**config.mk**
```make
export PLATFORM = sky130hd
export DESIGN_NAME = tile_fetch
export DESIGN_NICKNAME = d
export VERILOG_FILES = /design/src/rtl/video_pkg.sv /design/src/rtl/tile_shifter.sv /design/src/rtl/tile_fetch.sv
export SDC_FILE = /design/constraint.sdc
export NUM_CORES = 1
export LEC_CHECK = 0
export CORE_MARGIN = 2
export CORE_UTILIZATION = 32
export CTS_CLUSTER_SIZE = 12
export DETAILED_ROUTE_END_ITERATION = 6
export DONT_BUFFER_PORTS = 1
export GPL_TIMING_DRIVEN = 0
export SLEW_MARGIN = 40
export SYNTH_ARGS = -nofsm -noshare
export SYNTH_HDL_FRONTEND = slang
export SYNTH_SLANG_ARGS = --single-unit
```
**constraint.sdc**
```tcl
create_clock -name clk -period 2.2 [get_ports clk]
set_input_delay 0.55 -clock clk [delete_from_list [all_inputs] [get_ports clk]]
set_output_delay 0.55 -clock clk [all_outputs]
set_load 0.01 [all_outputs]
```
**src/rtl/video_pkg.sv**
```systemverilog
// Shared video types: tile geometry, fetch FSM states,
// VRAM address type and fetch target bundle.
package video_pkg;

  localparam int TILE_W   = 8;
  localparam int MAP_COLS = 32;
  localparam int COL_W    = $clog2(MAP_COLS);

  typedef enum logic [2:0] {
    IDLE,
    VADDR,
    VWAIT,
    CADDR,
    CWAIT,
    LOAD
  } fetch_state_t;

  typedef logic [10:0] vram_addr_t;
  typedef logic [COL_W-1:0] col_t;

  typedef struct packed {
    col_t       row;
    col_t       col;
    logic [2:0] fine;
    logic       flip;
  } fetch_tgt_t;

  function automatic logic [7:0] bit_rev8(
    input logic [7:0] d
  );
    logic [7:0] r;
    for (int i = 0; i < 8; i++) begin
      r[i] = d[7-i];
    end
    return r;
  endfunction

endpackage

```
**src/rtl/tile_shifter.sv**
```systemverilog
// 8-bit parallel-load, MSB-first shift register.
// Ports: clk, reset_n, ce, load, din[7:0] -> msb.
import video_pkg::*;

module tile_shifter (
  input  logic       clk,
  input  logic       reset_n,
  input  logic       ce,
  input  logic       load,
  input  logic [7:0] din,
  output logic       msb
);

  logic [7:0] sr;

  always_ff @(posedge clk or negedge reset_n) begin
    if (!reset_n) begin
      sr <= '0;
    end else if (ce) begin
      if (load) begin
        sr <= din;
      end else begin
        sr <= {sr[6:0], 1'b0};
      end
    end
  end

  assign msb = sr[7];

endmodule

```
**src/rtl/tile_fetch.sv**
```systemverilog
// Background tile fetch: VRAM code -> char ROM pattern
// -> 1-bit pixel stream. Ports: beam in, VRAM/ROM, pix out.
import video_pkg::*;

module tile_fetch #(
  parameter int HBLANK_START = 256,
  parameter int VBLANK_START = 224
) (
  input  logic        clk,
  input  logic        reset_n,
  input  logic        ce_pix,
  input  logic [8:0]  hcount,
  input  logic [8:0]  vcount,
  input  logic        flip,
  output logic [10:0] vram_addr,
  input  logic [7:0]  vram_q,
  output logic [10:0] rom_addr,
  input  logic [7:0]  rom_q,
  output logic        pix,
  output logic [7:0]  pix_code,
  output logic        pix_valid,
  output logic        fetch_late
);

  fetch_state_t state;
  fetch_state_t state_nx;
  fetch_tgt_t   tgt;
  fetch_tgt_t   tgt_nx;

  logic       tile_start;
  logic       tile_end;
  logic       pend_ready;
  logic [7:0] pend_pat;
  logic [7:0] pend_code;
  logic [7:0] load_pat;
  col_t       col_n;

  assign tile_start = ce_pix
    && (hcount[2:0] == 3'd0);
  assign tile_end = ce_pix
    && (hcount[2:0] == 3'(TILE_W-1));

  // Fetch one tile ahead of the beam.
  assign col_n = hcount[7:3] + col_t'(1);

  always_comb begin
    tgt_nx      = '0;
    tgt_nx.col  = col_n ^ {COL_W{flip}};
    tgt_nx.row  = vcount[7:3] ^ {COL_W{flip}};
    tgt_nx.fine = vcount[2:0] ^ {3{flip}};
    tgt_nx.flip = flip;
  end

  always_ff @(posedge clk or negedge reset_n) begin
    if (!reset_n) begin
      state <= IDLE;
    end else begin
      state <= state_nx;
    end
  end

  always_comb begin
    state_nx = state;
    unique case (state)
      IDLE:  if (tile_start) state_nx = VADDR;
      VADDR: state_nx = VWAIT;
      VWAIT: state_nx = CADDR;
      CADDR: state_nx = CWAIT;
      CWAIT: state_nx = LOAD;
      LOAD:  state_nx = IDLE;
      default: state_nx = IDLE;
    endcase
  end

  // Target is latched at start so the fetch is
  // immune to the beam moving on underneath it.
  always_ff @(posedge clk or negedge reset_n) begin
    if (!reset_n) begin
      tgt        <= '0;
      vram_addr  <= '0;
      rom_addr   <= '0;
      pend_code  <= '0;
      pend_pat   <= '0;
      pend_ready <= 1'b0;
      pix_code   <= '0;
      pix_valid  <= 1'b0;
      fetch_late <= 1'b0;
    end else begin
      if (state == IDLE && tile_start) begin
        tgt <= tgt_nx;
      end
      if (state == VADDR) begin
        vram_addr <= vram_addr_t'(
          {1'b0, tgt.row, tgt.col});
      end
      if (state == CADDR) begin
        pend_code <= vram_q;
        rom_addr  <= {vram_q, tgt.fine};
      end
      if (tile_end) begin
        pend_ready <= 1'b0;
        pix_code   <= pend_code;
        if (!pend_ready) begin
          fetch_late <= 1'b1;
        end
      end
      // A completing fetch outranks the consume.
      if (state == LOAD) begin
        pend_pat   <= tgt.flip ? bit_rev8(rom_q)
                               : rom_q;
        pend_ready <= 1'b1;
      end
      if (ce_pix) begin
        pix_valid <= (hcount < 9'(HBLANK_START))
          && (vcount < 9'(VBLANK_START));
      end
    end
  end

  // A late tile shows blank rather than stale data.
  assign load_pat = pend_ready ? pend_pat : 8'h00;

  tile_shifter u_shift (
    .clk     (clk),
    .reset_n (reset_n),
    .ce      (ce_pix),
    .load    (tile_end),
    .din     (load_pat),
    .msb     (pix)
  );

endmodule

```
==> run metrics <==
Arr. time, crit path=2.23 ns; share of post-route cells with drive strength above 1=22.2%; Vias/cell=4.78; Total Routing Usage GR=12.4%; dominant synthesized flop cell=dfrtp_1; EDFF count, synth=0; peak supply drop=550 µV; Worst Path Max Fanout=10; clock latency on the worst-skew pair=0.33 ns; CP Data Required Time=2.42 ns; Fin. Hold Viols=0; routability cong.=0.745; most frequent cells in the layout=65 x dfrtp_1, 43 x nand2_1, 26 x mux2_2; Post-Route Skew=0.0113 ns; Pleak=1.47 nW; DRT Pass-1 Iters=4; routed len/inst=15.3 µm; initial antenna violation count=0; Core Util, Final=36.9%; highest clock rate=495 MHz; Yosys warning count=0; CP startpoint kind=primary input; grt ovf=0; # DRC=0; number of synthesized register bits=65; Avg Inst Size Synth=12.0 µm²; worst-margin pin slew=0.718 ns; Power Total=4.16 mW; area grow syn2layout=13.0%; Nets=286; Crit path buffers/inverters=3; Slew headroom=52.1%; endpoint class of the critical path=flop; crit path cell chain=buf_8 > or4b_1 > or4_1 > buf_6 > buf_8 > mux2_4; Ports=71; # Post-CTS Setup Buffers=0; DP Area=2970 µm²; kind of critical path=primary input to flop; Core Footprint=8640 µm²; hold crit path type=primary input to async pin; Mapped Cells=235; first-pass GRT wire length=9110 µm; final wirelength=5490 µm; CTS Sinks=65; CTS Buf Count=9; maximum number of pins on one net before global-route repair=66; fill count=874; cell family with most CP delay=simple AND/OR/NAND/NOR gates; Die H=97.8 µm; commonest non-fill, non-tap cell in the layout=dfrtp_1; Via Count=1722; Slew Limit Fails=0; FP Rows=34; post-cts sizing count=0; status=finished clean; cell area after synthesis=2820 µm²; DIE WIDTH=97.8 µm; Min Hold Slack=0.0827 ns; cts hold-fix bufs=1; final setup fails=0; min Tclk post-route=2.02 ns; Synth cell types=29; CP max stage cell=or4b_1; Post-Syn Nets=274; post-DP HPWL=3800 µm; CTS tree=built; Critical Path Max Stage Delay=0.52 ns; area of the multi-input gates=1110 µm²; Max-Cap Viols=0; RSZ-0062 raised after global routing=no; Starting Density=32.6%; final instance area=3180 µm²; die area=9570 µm²; Reg area=1630 µm²; clock transition at the registers of the reported paths=0.08 ns; post-synthesis sequential area ratio=57.8%; most used cell along the critical path=buf_8; Antenna Nets Post-Route=0; H-tree depth=3; setup_tns=0 ns; Initial DRC Count=64; Clock Path Buffers=2; Root Buffer=clkbuf_8; # diodes=0; vias in the first global route=1749; Final period util=91.7%; Power per Cell Area=1310 nW/µm²; IO buf count=0; asr flop ratio synth=100%; flop-to-flop setup slack=0.38 ns
[cell usage after synthesis, types with 2 or more instances]
cell | number | share of area (%)
xor2_1 | 11 | 3.4
a31oi_1 | 7 | 1.6
buf_1 | 2 | 0.27
mux2_2 | 26 | 10
buf_4 | 2 | 0.53
clkbuf_1 | 10 | 1.3
dfrtp_1 | 65 | 58
nand3_1 | 10 | 1.8
o21ai_0 | 9 | 1.6
mux2_4 | 10 | 5.3
mux2i_1 | 8 | 2.8
nor2_1 | 10 | 1.3
xnor2_1 | 6 | 1.9
nand3b_1 | 2 | 0.53
nand2_1 | 43 | 5.7
[area by class of cell]
cell class	count	area share, %
sequential	65	51.1
multi-input combinational	153	34.9
tap	108	4.25
clock buffer	10	4.01
buffer	16	2.95
clock inverter	6	1.85
timing repair buffer	1	0.865
inverter	1	0.118
[state kept, by name (all words and copies together), names as in the netlist]
name and flops:
rom_addr 11, pend_ready 1, tgt 14, pix_valid 1, vram_addr 10, state 3
u_shift.sr 8, fetch_late 1, pix_code 8, pend_pat 8
[routing by layer]
layer / part of all wire (%) / vias up / global-route usage, %
met2: 48 / 53 / 18.5
met4: 1.1 / 0 / 6.09
met3: 6.5 / 5 / 4.58
met1: 44 / 846 / 16.0
li1: - / 818 / -
met5: 0 / - / 0
[where the power goes]
group	total, mW	switching (mW)	internal (mW)
sequential	2.18	0.463	1.71
combinational	1.01	0.429	0.583
clock	0.969	0.452	0.518
[kinds of logic after synthesis]
group / Yosys count / synth area share, %
xor+xnor: 17 / 5.29
other cells: 1 / 0.133
compound gates: 20 / 4.18
mux: 44 / 18.6
buf+inv: 17 / 2.84
fa+ha+maj: 1 / 0.444
flops: 65 / 57.8
simple gates: 70 / 10.8
[per-stage QoR]
stage	cells	setup WS (ns)
after global placement	343	-0.159
after global routing	360	0.143
after detailed placement	343	-0.149
final	360	0.182
after floorplan	235	0.00472
after CTS	360	0.202
[path summary, 6_finish.rpt]
check,start,endpoint,cells past startpoint
hold reg to reg,pend_pat[0],pend_pat[0],2
setup / recovery,ce_pix,tgt[2],6
max in group asynchronous,reset_n,pix_code[7],1
hold / removal,reset_n,vram_addr[7],1
setup reg to reg,state[1],tgt[2],5
min in group clk,vram_q[7],rom_addr[10],1
Power figures use the tool's default switching activity.
